[config.mk]
export PLATFORM = sky130hd
export DESIGN_NAME = imem_loader
export DESIGN_NICKNAME = d
export VERILOG_FILES = /design/src/rtl/imem_loader.sv
export SDC_FILE = /design/constraint.sdc
export NUM_CORES = 1
export LEC_CHECK = 0
export BUFFER_PORTS_ARGS = -buffer_cell sky130_fd_sc_hd__clkbuf_2
export CAP_MARGIN = 20
export CELL_PAD_IN_SITES_DETAIL_PLACEMENT = 0
export CELL_PAD_IN_SITES_GLOBAL_PLACEMENT = 1
export CORE_MARGIN = 3
export CORE_UTILIZATION = 45
export DETAILED_ROUTE_END_ITERATION = 12
export PLACE_DENSITY = 0.91
export SETUP_SLACK_MARGIN = 0.15
export SLEW_MARGIN = 10
export SYNTH_ARGS = -nofsm -noshare
export SYNTH_HDL_FRONTEND = slang
export SYNTH_SLANG_ARGS = --single-unit
[constraint.sdc]
create_clock -name CLK -period 2.7 [get_ports CLK]
set_input_delay 0.135 -clock CLK [delete_from_list [all_inputs] [get_ports CLK]]
set_output_delay 0.135 -clock CLK [all_outputs]
set_load 0.05 [all_outputs]
[src/rtl/imem_loader.sv]
// Boot loader for the instruction memory: takes a framed, XOR-checksummed byte stream,
// writes big-endian 32-bit words, and keeps the CPU in reset until a good image is loaded.
module imem_loader #(
    parameter int unsigned          MIPS_SIZE  = 32,
    parameter int unsigned          ADDR_WIDTH = 8,
    parameter logic [MIPS_SIZE-1:0] BASE_ADDR  = '0
) (
    input  logic                 CLK,
    input  logic                 RST,
    input  logic                 START,
    input  logic [7:0]           RX_DATA,
    input  logic                 RX_VALID,
    output logic                 RX_READY,
    output logic                 WE,
    output logic [MIPS_SIZE-1:0] A,
    output logic [MIPS_SIZE-1:0] WD,
    output logic                 CPU_HOLD,
    output logic                 BUSY,
    output logic                 DONE,
    output logic                 ERR,
    output logic [1:0]           ERR_CODE
);

    localparam logic [31:0] MaxWords = 32'(64'd1 << ADDR_WIDTH);

    typedef enum logic [2:0] {
        StIdle,
        StHdrHi,
        StHdrLo,
        StData,
        StChk,
        StDone,
        StErr
    } state_e;

    state_e                 state_q, state_d;
    logic [7:0]             hdr_hi_q, hdr_hi_d;
    logic [15:0]            words_left_q, words_left_d;
    logic [1:0]             byte_idx_q, byte_idx_d;
    logic [31:0]            asm_q, asm_d;
    logic [7:0]             chk_q, chk_d;
    logic                   we_q, we_d;
    logic [MIPS_SIZE-1:0]   a_q, a_d;
    logic [MIPS_SIZE-1:0]   wd_q, wd_d;
    logic                   hold_q, hold_d;
    logic [1:0]             err_code_q, err_code_d;
    logic                   accept;
    logic [15:0]            n_words;

    always_ff @(posedge CLK or negedge RST) begin
        if (!RST) begin
            state_q      <= StIdle;
            hdr_hi_q     <= '0;
            words_left_q <= '0;
            byte_idx_q   <= '0;
            asm_q        <= '0;
            chk_q        <= '0;
            we_q         <= 1'b0;
            a_q          <= BASE_ADDR;
            wd_q         <= '0;
            hold_q       <= 1'b0;
            err_code_q   <= 2'b00;
        end else begin
            state_q      <= state_d;
            hdr_hi_q     <= hdr_hi_d;
            words_left_q <= words_left_d;
            byte_idx_q   <= byte_idx_d;
            asm_q        <= asm_d;
            chk_q        <= chk_d;
            we_q         <= we_d;
            a_q          <= a_d;
            wd_q         <= wd_d;
            hold_q       <= hold_d;
            err_code_q   <= err_code_d;
        end
    end

    assign accept  = RX_VALID && RX_READY;
    assign n_words = {hdr_hi_q, RX_DATA};

    always_comb begin
        state_d      = state_q;
        hdr_hi_d     = hdr_hi_q;
        words_left_d = words_left_q;
        byte_idx_d   = byte_idx_q;
        asm_d        = asm_q;
        chk_d        = chk_q;
        we_d         = 1'b0;
        // Address advances after each write cycle; the next word lands one slot higher.
        a_d          = we_q ? a_q + MIPS_SIZE'(4) : a_q;
        wd_d         = wd_q;
        hold_d       = hold_q;
        err_code_d   = err_code_q;

        unique case (state_q)
            StIdle, StDone, StErr: begin
                // CPU leaves reset one cycle after DONE rises, after the last write retired.
                if (state_q == StDone) hold_d = 1'b0;
                if (START) begin
                    state_d    = StHdrHi;
                    hold_d     = 1'b1;
                    err_code_d = 2'b00;
                    a_d        = BASE_ADDR;
                    chk_d      = '0;
                    byte_idx_d = '0;
                end
            end
            StHdrHi: begin
                if (accept) begin
                    hdr_hi_d = RX_DATA;
                    state_d  = StHdrLo;
                end
            end
            StHdrLo: begin
                if (accept) begin
                    words_left_d = n_words;
                    if (n_words == 16'd0) begin
                        state_d = StChk;
                    end else if ({16'd0, n_words} > MaxWords) begin
                        state_d    = StErr;
                        err_code_d = 2'b01;
                    end else begin
                        state_d = StData;
                    end
                end
            end
            StData: begin
                if (accept) begin
                    asm_d      = {asm_q[23:0], RX_DATA};
                    chk_d      = chk_q ^ RX_DATA;
                    byte_idx_d = byte_idx_q + 2'd1;
                    if (byte_idx_q == 2'd3) begin
                        we_d         = 1'b1;
                        wd_d         = MIPS_SIZE'({asm_q[23:0], RX_DATA});
                        words_left_d = words_left_q - 16'd1;
                        if (words_left_q == 16'd1) state_d = StChk;
                    end
                end
            end
            StChk: begin
                if (accept) begin
                    if (RX_DATA == chk_q) begin
                        state_d = StDone;
                    end else begin
                        state_d    = StErr;
                        err_code_d = 2'b10;
                    end
                end
            end
            default: state_d = StIdle;
        endcase
    end

    always_comb begin
        RX_READY = 1'b0;
        BUSY     = 1'b0;
        DONE     = 1'b0;
        ERR      = 1'b0;
        unique case (state_q)
            StHdrHi, StHdrLo, StData, StChk: begin
                RX_READY = 1'b1;
                BUSY     = 1'b1;
            end
            StDone:  DONE = 1'b1;
            StErr:   ERR  = 1'b1;
            default: ;
        endcase
    end

    assign WE       = we_q;
    assign A        = a_q;
    assign WD       = wd_q;
    assign CPU_HOLD = hold_q;
    assign ERR_CODE = err_code_q;

endmodule

==> results.json, run 1 <==
{
  "detail_route.wl_per_cell_um": 15.9,
  "ant_nets": 0,
  "powerDensity_nw_per_um2": 952,
  "wirelength_um": 13700,
  "met3_length_um": 738,
  "drive_gt1_share_pct": 25.3,
  "drt_iter0_markers": 393,
  "worst_path_largest_cell_delay_ns": 0.51,
  "leakage_nw": 3.54,
  "layout_common_cells": "127 x dfrtp_1, 100 x nand2_1, 80 x clkbuf_2, 70 x nor2_1, 40 x mux2_2",
  "path_max_fanout": 6,
  "cp_cell_sequence": "inv_1, ha_1, or3b_2, nand2b_1, o31a_1, o21ai_0, o21ai_0",
  "r2r-start": "words_left_q[0]$_DFFE_PN0P_",
  "hp-class": "input pin to flip-flop",
  "p_int_mw": 4.51,
  "fin_nets": 693,
  "clk_pin_slew_ns": 0.06,
  "finalSetupViolations": 0,
  "antenna_found_initial": 0,
  "synth_edf_count": 0,
  "final_common_cell": "dfrtp_1",
  "path_class": "flip-flop to flip-flop",
  "n_antenna_cell": 0,
  "fin_crit_sh_pct": 76.1,
  "pwr-share-seq_pct": 40.4,
  "worstPathArrival_ns": 2.33,
  "vias": 4692,
  "die_h_um": 121,
  "p_clk_share_pct": 34.3,
  "clockBufferDepth": 2,
  "grt_start_max_net_pins": 57,
  "drt-pass1-iter-count": 5,
  "synth_area_per_cell_sq_um": 10.1,
  "p_sw_mw": 2.30,
  "startpoint": "words_left_q[0]$_DFFE_PN0P_",
  "cts_tree": "yes",
  "irDropWorstVdd_uv": 482,
  "rsz0062_at_grt": "false",
  "utilization_pct": 56.0,
  "syn2layout_area_growth_pct": 20.6,
  "final.setup.tns_ns": 0,
  "ys_seq_area_share_pct": 53.6,
  "cts_buffers": 17,
  "crit_top_cell": "o21ai_0",
  "maxClockFrequency_mhz": 487,
  "synth_seq_cells": 127,
  "slew_headroom_pct": 49.6,
  "met2_length_um": 6580,
  "htreeDepth": 4,
  "critPathCaptureType": "flip-flop",
  "fp-row-count": 41,
  "hp-start": "RX_DATA[3]",
  "grt_pass1_vias": 4517,
  "clock_sinks": 127,
  "core_sq_um": 12800,
  "wl_met1_um": 6220,
  "combPwrFrac_pct": 25.3,
  "synthesis.area_sq_um": 5930,
  "dieWidth_um": 121,
  "post-cts-setup-buffers": 0,
  "status": "complete, no violations",
  "hold_viol_final": 0,
  "synthesis.instances": 590,
  "ys_warn_count": 0,
  "place_hpwl_um": 9150,
  "highest_layer": "met4",
  "crit_required_ns": 2.97,
  "drcViolationCount": 0,
  "startpoint_type": "flip-flop",
  "synth_cell_types": 57,
  "max_slew.worst_pin.slew_ns": 0.734,
  "grt_pass1_wl_um": 23000,
  "io_pins": 84,
  "synth_flop_cell": "dfrtp_1",
  "dieArea_sq_um": 14600,
  "swShare_pct": 33.7,
  "portBuffers": 81,
  "viasPerCell": 5.45,
  "grt-ovfl-total": 0,
  "drv_slew": 0,
  "period_minus_slack_ns": 2.05,
  "skew_ns": 0.00789,
  "ys_async_sr_fraction_pct": 100,
  "initial_core_util_pct": 46.5,
  "place_congestion": 0.831,
  "slowest_stage": "or3b_2",
  "clk_latency_ns": 0.42,
  "grt_usage_pct": 20.0,
  "clockRootBuffer": "clkbuf_16",
  "cap_violations": 0
}
==> flip-flops by register name, summed over array words and instances, names as in the netlist <==
register	count
A	30
CPU_HOLD	1
ERR_CODE	2
WD	32
WE	1
asm_q	24
byte_idx_q	2
chk_q	8
hdr_hi_q	8
state_q	3
words_left_q	16
==> synthesized netlist by cell type (2+ instances only) <==
master	number	area [sq um]
nor2b_1	2	12.5
a22oi_1	4	30.0
and3_1	5	31.3
o21ai_0	36	180
nor4_1	5	31.3
mux2_2	40	450
nor2_1	70	263
nand2_1	100	375
o22ai_1	3	18.8
nand3_1	14	70.1
inv_1	11	41.3
buf_4	3	22.5
or2_2	2	12.5
nor2_2	2	12.5
xor2_1	25	219
nor3_1	11	55.1
xnor2_1	15	131
clkbuf_1	15	56.3
or3_1	2	12.5
a21oi_1	20	100
nand4_1	16	100
o22a_1	3	26.3
mux2i_1	5	50.1
buf_1	3	11.3
dfrtp_1	127	3180
buf_2	7	35.0
nand2b_1	6	37.5
o32ai_1	4	35.0
and4_1	2	17.5
or4_4	2	22.5
ha_1	4	50.1
==> kinds of logic after synthesis <==
kind of cell	count (synthesis)	synth area share, %
fa+ha+maj	4	0.843
other cells	1	0.0632
xor+xnor	40	5.90
compound gates	87	8.94
simple gates	247	19.5
mux	45	8.43
flops	127	53.6
buf+inv	39	2.80
==> final cells by class <==
class	instances	area [sq um]
fill	1100	5620
sequential	127	3180
multi-input combinational	425	2590
timing repair buffer	95	528
clock buffer	25	495
tap	172	215
clock inverter	6	105
inverter	11	41.3
==> per-layer routing <==
| metal | track usage (%) | vias to the layer above |
|---|---|---|
| met5 | 0 | - |
| li1 | - | 2203 |
| met2 | 31.1 | 156 |
| met1 | 27.2 | 2317 |
| met4 | 7.29 | 0 |
| met3 | 5.00 | 16 |
==> per-stage QoR <==
step	total power, mW	hold slack, ns	cell area, sq um	instances	setup WS (ns)
floorplan	4.00	-0.161	5940	591	0.407
finish	6.81	0.0676	7160	861	0.647
global placement	4.40	0.131	6550	829	0.742
CTS	6.85	0.0507	7160	861	0.664
global route	7.22	0.0735	7160	861	0.383
detailed placement	4.49	0.136	6550	829	0.683
==> power groups by stage <==
| stage | clock, mW | sequential (mW) | combinational, mW |
|---|---|---|---|
| 3_3_place_gp | 0 | 2.75 | 1.66 |
| 3_5_place_dp | 0 | 2.77 | 1.71 |
| 2_1_floorplan | 0 | 2.74 | 1.26 |
| 4_1_cts | 2.37 | 2.75 | 1.73 |
| 5_1_grt | 2.46 | 2.82 | 1.94 |
| 6_report | 2.34 | 2.75 | 1.72 |
==> path summary, 6_finish.rpt <==
kind                                           endpoint  slack, ns  cells after the start
setup / recovery           words_left_q[10]$_DFFE_PN0P_       0.65                      7
hold / removal                     asm_q[3]$_DFFE_PN0P_       0.07                      3
setup reg to reg           words_left_q[10]$_DFFE_PN0P_       0.65                      7
hold reg to reg                   asm_q[20]$_DFFE_PN0P_       0.47                      2
max in group asynchronous             WD[9]$_DFFE_PN0P_       1.62                      3
min in group asynchronous            WD[28]$_DFFE_PN0P_       0.23                      2
==> critical path: cells and delay by family (launching register included) <==
family | cells | cell delay [ns]
simple gates | 2 | 0.72
compound gates | 3 | 0.48
flops | 1 | 0.44
fa+ha+maj | 1 | 0.17
buf+inv | 1 | 0.08
==> what timing repair did <==
item                                   CTS  global route
hold buffers                             1             0
gates resized for setup                  0             0
endpoints found under the hold margin   34             0
Note: power is estimated with default switching activity, not from simulation.
==> run 2: changes to the inputs <==
ABC_AREA = 1   (was not set)
CORE_UTILIZATION = 39   (was 45)
PLACE_DENSITY = 0.88   (was 0.91)
clock period = 1.7 ns   (was 2.7 ns; I/O delays follow)
==> results.json, run 2 <==
{
  "grt_pass1_vias": 5219,
  "wirelength_um": 16200,
  "n_antenna_cell": 0,
  "startpoint_type": "flip-flop",
  "ff2ff_setup_slack_ns": 0.11,
  "synthesis.area_sq_um": 6270,
  "ant_nets": 0,
  "fp-row-count": 45,
  "cts_tree": "yes",
  "clock_sinks": 127,
  "worstPathArrival_ns": 1.88,
  "drt-pass1-iter-count": 5,
  "clk_latency_ns": 0.42,
  "worstHoldEndpoint": "words_left_q[1]$_DFFE_PN0P_",
  "multiInputGateArea_sq_um": 2870,
  "fillerInstances": 1439,
  "maxClockFrequency_mhz": 630,
  "ys_warn_count": 0,
  "utilization_pct": 52.9,
  "initial_core_util_pct": 40.5,
  "synth_edf_count": 0,
  "crit_required_ns": 1.99,
  "place_congestion": 0.869,
  "synth_cell_types": 38,
  "synth_common_cells": "241 x nand2_1, 127 x dfrtp_1, 89 x nor2_1",
  "place_hpwl_um": 11300,
  "p_clk_share_pct": 28.5,
  "cp_cell_sequence": "nand2_2, nor2_8, clkinvlp_4, buf_4, nor3_2, o22ai_1",
  "timing.final.ws_setup_ns": 0.112,
  "skew_ns": 0.0102,
  "hp-class": "input pin to flip-flop",
  "swShare_pct": 38.7,
  "clockBufferDepth": 2,
  "synth_area_leaders": "dfrtp_1 51%, nand2_1 14%, o21ai_0 6.0%",
  "final.setup.tns_ns": 0,
  "synth_top_area_cell": "dfrtp_1",
  "drive_gt1_share_pct": 28.4,
  "htreeDepth": 4,
  "synth_top_area_share_pct": 50.7,
  "cts_buffers": 17,
  "fin_crit_sh_pct": 93.4,
  "worst_path_largest_cell_delay_ns": 0.45,
  "p_sw_mw": 4.49,
  "synthesis.instances": 796,
  "viasPerCell": 4.83,
  "clk_pin_slew_ns": 0.06,
  "path_max_fanout": 7,
  "rsz0062_at_grt": "true",
  "largest_reg_flops": 32,
  "status": "complete, no violations",
  "leakage_nw": 3.99,
  "hold_viol_final": 0,
  "period_minus_slack_ns": 1.59,
  "ys_seq_area_share_pct": 50.7,
  "hold_depth": 3,
  "portBuffers": 81,
  "syn2layout_area_growth_pct": 30.6,
  "dieArea_sq_um": 17600,
  "io_pins": 84,
  "synth_area_per_cell_sq_um": 7.88,
  "grt_pass1_wl_um": 26400,
  "pwr-share-seq_pct": 36.5,
  "synth_seq_cells": 127,
  "critPathCaptureType": "flip-flop",
  "timing.rr.end": "words_left_q[7]$_DFFE_PN0P_",
  "core_sq_um": 15500,
  "drt_iter0_markers": 325,
  "r2r-start": "state_q[1]$_DFFE_PN0P_",
  "combPwrFrac_pct": 35.0,
  "fin_nets": 946,
  "cap_violations": 0,
  "final_common_cell": "nand2_1",
  "vias": 5573,
  "finalSetupViolations": 0,
  "synth_flop_cell": "dfrtp_1",
  "reg2reg_depth": 6,
  "die_h_um": 133,
  "synth.most_common_cell": "nand2_1",
  "p_int_mw": 7.12,
  "drcViolationCount": 0,
  "powerDensity_nw_per_um2": 1420,
  "hp-start": "RX_DATA[1]",
  "dieWidth_um": 133,
  "register_area_sq_um": 3200,
  "slowest_stage": "dfrtp_2",
  "ys_async_sr_fraction_pct": 100,
  "irDropWorstVdd_uv": 816,
  "detail_route.wl_per_cell_um": 14.0,
  "layout_common_cells": "229 x nand2_1, 109 x dfrtp_1, 81 x inv_1, 76 x clkbuf_2, 70 x nor2_1",
  "hold_slack_ns": 0.0419,
  "grt_start_max_net_pins": 51,
  "grt-ovfl-total": 0,
  "preCtsSetupSlack_ns": 0.0341,
  "antenna_found_initial": 0,
  "clockRootBuffer": "clkbuf_16",
  "path_class": "flip-flop to flip-flop",
  "drv_slew": 0,
  "grt_usage_pct": 18.5
}
[run 2: cell types whose count changed after synthesis, moves of 6 or more]
cell,before,now
nand2b_1,6,0
inv_1,11,88
nand3_1,14,29
nor2_1,70,89
xor2_1,25,5
mux2_2,40,0
o21ai_0,36,75
o21ai_2,0,14
xnor2_1,15,8
clkbuf_1,15,8
nand2_1,100,241
[run 2: timing repair]
item / in CTS / in global routing
endpoints found under the hold margin: 31 / 0
buffers inserted: 12 / 15
hold buffers: 2 / 0
gates resized for setup: 25 / 63
pin swaps: 5 / 24
setup endpoints to repair: 85 / 110
gates cloned: 0 / 1
[run 2: cell type report]
type                            count  share of cell area [%]
Sequential cell                   127                    39.1
Tap cell                          211                    3.22
Timing Repair inverter              1                  0.0916
Clock buffer                       19                    5.28
Inverter                           93                    4.40
Timing Repair Buffer              138                    11.6
Clock inverter                     13                    1.30
Multi-Input combinational cell    552                    35.0
[run 2: how the worst max path moves through the flow]
stage	start	endpoint	cells past startpoint
finish	state_q[1]$_DFFE_PN0P_	words_left_q[7]$_DFFE_PN0P_	6
global route	state_q[2]$_DFFE_PN0P_	A[18]$_DFF_PN0_	9
global placement	words_left_q[0]$_DFFE_PN0P_	words_left_q[14]$_DFFE_PN0P_	9
CTS	state_q[2]$_DFFE_PN0P_	RX_READY	5
detailed placement	words_left_q[0]$_DFFE_PN0P_	words_left_q[14]$_DFFE_PN0P_	9
floorplan	A[2]$_DFF_PN0_	A[28]$_DFF_PN0_	8
[run 2: metrics by stage]
step | instances | power (mW) | instance area (sq um)
floorplan | 797 | 6.46 | 6380
global placement | 1093 | 7.42 | 7160
detailed placement | 1093 | 7.47 | 7160
CTS | 1139 | 11.1 | 7870
global route | 1154 | 12.4 | 8200
finish | 1154 | 11.6 | 8200
[run 2: logic make-up after synthesis]
group | count (synthesis) | share of synthesized area (%)
xor+xnor | 13 | 1.81
buf+inv | 118 | 8.08
simple gates | 403 | 27.0
flops | 127 | 50.7
compound gates | 130 | 11.6
other cells | 1 | 0.0598
fa+ha+maj | 4 | 0.798
[run 2: power groups by stage]
| stage | clock network [mW] | registers, mW | logic (mW) |
|---|---|---|---|
| after global placement | 0 | 4.21 | 3.21 |
| after CTS | 3.39 | 4.20 | 3.52 |
| after floorplan | 0 | 4.15 | 2.32 |
| after global routing | 3.54 | 4.32 | 4.55 |
| final | 3.31 | 4.23 | 4.07 |
| after detailed placement | 0 | 4.23 | 3.25 |
[run 2: metal layers]
metal | vias to the layer above | global-route usage [%] | routed length (um)
met1 | 2613 | 25.4 | 7400
met3 | 15 | 4.22 | 794
met2 | 141 | 29.1 | 7830
li1 | 2804 | - | -
met5 | - | 0 | 0
met4 | 0 | 6.18 | 186
[run 2: critical path, delay by kind of cell (launching register included)]
kind | cells | cell delay [ns]
buffers and inverters | 2 | 0.38
AOI/OAI and AO/OA | 1 | 0.11
DFF | 1 | 0.45
and+or+nand+nor | 3 | 0.52
==> run 3: changes to the inputs <==
BUFFER_PORTS_ARGS = not set   (was -buffer_cell sky130_fd_sc_hd__clkbuf_2)
CORE_UTILIZATION = 50   (was 39)
DONT_BUFFER_PORTS = 1   (was not set)
PLACE_DENSITY = 0.95   (was 0.88)
clock period = 1.9 ns   (was 1.7 ns; I/O delays follow)
==> results.json, run 3 (synthesized netlist as in run 2, its figures left out) <==
{
  "fin_nets": 868,
  "grt_usage_pct": 22.6,
  "crit_end": "RX_READY",
  "cp_cell_sequence": "buf_4, nand2_1, nand3_1, buf_12",
  "largest_reg_flops": 32,
  "r2r-start": "words_left_q[0]$_DFFE_PN0P_",
  "cts_tree": "yes",
  "ant_nets": 0,
  "grt_pass1_wl_um": 25600,
  "place_congestion": 0.883,
  "clk_latency_ns": 0.42,
  "crit_required_ns": 1.80,
  "grt_pass1_vias": 5383,
  "irDropWorstVdd_uv": 840,
  "io_pins": 84,
  "die_h_um": 118,
  "path_max_fanout": 5,
  "rsz0062_at_grt": "true",
  "clockRootBuffer": "clkbuf_16",
  "drcViolationCount": 0,
  "swShare_pct": 37.6,
  "path_class": "flip-flop to primary output",
  "slowest_stage": "dfrtp_2",
  "layout_common_cells": "240 x nand2_1, 120 x dfrtp_1, 88 x inv_1, 81 x nor2_1, 74 x o21ai_0",
  "drt_iter0_markers": 441,
  "fp-row-count": 40,
  "max_slew.worst_pin.slew_ns": 0.567,
  "hold_slack_ns": -0.627,
  "grt_start_max_net_pins": 128,
  "dieWidth_um": 118,
  "final.setup.tns_ns": 0,
  "antenna_found_initial": 0,
  "worst_path_largest_cell_delay_ns": 0.47,
  "total_power_mw": 9.70,
  "fin_crit_sh_pct": 89.8,
  "initial_core_util_pct": 51.6,
  "highest_layer": "met4",
  "detail_route.wl_per_cell_um": 14.4,
  "maxClockFrequency_mhz": 586,
  "core_sq_um": 12200,
  "clock_sinks": 127,
  "design_area_sq_um": 7490,
  "finalSetupViolations": 0,
  "viasPerCell": 5.25,
  "final_common_cell": "nand2_1",
  "ff2ff_setup_slack_ns": 0.26,
  "cts-hold-fix-buffers": 9,
  "place_hpwl_um": 10500,
  "slew_headroom_pct": 62.2,
  "p_sw_mw": 3.65,
  "wirelength_um": 14900,
  "powerDensity_nw_per_um2": 1290,
  "vias": 5419,
  "cap_violations": 0,
  "reg2reg_depth": 7,
  "hold_viol_final": 127,
  "status": "complete, but fails checks",
  "startpoint": "state_q[2]$_DFFE_PN0P_",
  "clk_pin_slew_ns": 0.06,
  "fillerInstances": 1037,
  "combPwrFrac_pct": 28.8,
  "skew_ns": 0.00746,
  "drt-pass1-iter-count": 5,
  "cts_buffers": 17,
  "clockBufferDepth": 2,
  "drive_gt1_share_pct": 15.4,
  "worstPathArrival_ns": 1.61,
  "htreeDepth": 4,
  "pwr-share-seq_pct": 39.7,
  "critPathCaptureType": "primary output",
  "timing.rr.end": "words_left_q[10]$_DFFE_PN0P_",
  "met2_length_um": 7280,
  "violations": "hold timing",
  "utilization_pct": 61.6,
  "p_int_mw": 6.06,
  "period_minus_slack_ns": 1.71,
  "p_clk_share_pct": 31.4,
  "n_antenna_cell": 0,
  "multiInputGateArea_sq_um": 2660,
  "portBuffers": 0,
  "syn2layout_area_growth_pct": 19.4,
  "grt-ovfl-total": 0,
  "numPlacedInstances": 982,
  "hp-class": "input pin to async pin",
  "leakage_nw": 3.61,
  "place_area_sq_um": 6690,
  "wl_met1_um": 6510,
  "drv_slew": 0,
  "register_area_sq_um": 3190,
  "final_cells": 1033,
  "startpoint_type": "flip-flop",
  "dieArea_sq_um": 13900,
  "met3_length_um": 853
}
[run 3: changes by cell type in the layout (fill, tap and decap cells not counted), moves of 11 or more]
cell / before / now
nor2_1: 70 / 81
dfrtp_2: 18 / 7
clkbuf_2: 76 / 0
dfrtp_1: 109 / 120
nand2_1: 229 / 240
[run 3: final cells by class]
cell class                 count  area share (%)
clock buffer                  18            5.73
tap                          168            2.81
clock inverter                14            1.79
timing repair buffer          61            6.91
inverter                      93            4.73
multi-input combinational    552            35.5
sequential                   127            42.5
[run 3: how the worst min path moves through the flow]
stage                       to  startpoint  slack, ns  cells after the start
2_1_floorplan  A[10]$_DFF_PN0_         RST      -0.20                      0
4_1_cts         A[8]$_DFF_PN0_         RST      -0.64                      0
5_1_grt         A[8]$_DFF_PN0_         RST      -0.65                      0
3_5_place_dp    A[8]$_DFF_PN0_         RST      -0.20                      0
6_report        A[8]$_DFF_PN0_         RST      -0.63                      0
3_3_place_gp    A[9]$_DFF_PN0_         RST      -0.20                      0
[run 3: what timing repair did]
item	CTS	global route
setup endpoints to repair	10	78
resized for setup	2	24
endpoints found under the hold margin	167	127
pin swaps	0	2
setup buffers	0	10
gates cloned	0	0
[run 3: metal layers]
metal  track usage, %  vias up
met4             8.64        0
li1                 -     2651
met2             36.8      161
met3             5.91       19
met1             29.2     2588
met5                0        -
[run 3: worst max-delay path, delay by kind of cell (launching register included)]
family / cells / cell delay [ns]
and+or+nand+nor: 2 / 0.34
buffers and inverters: 2 / 0.38
DFF: 1 / 0.47
[run 3: power groups by stage]
stage	clock network [mW]	logic, mW	registers [mW]
after floorplan	0	2.06	3.71
after global placement	0	2.42	3.85
after detailed placement	0	2.51	3.88
after CTS	3.11	2.57	3.84
after global routing	3.25	3.19	3.93
final	3.05	2.80	3.86
[run 3: metrics by stage]
step	worst slack, ns	hold slack (ns)
after floorplan	0.202	-0.201
after CTS	0.152	-0.644
after global routing	0.0971	-0.649
after detailed placement	0.104	-0.197
after global placement	0.207	-0.196
final	0.194	-0.627
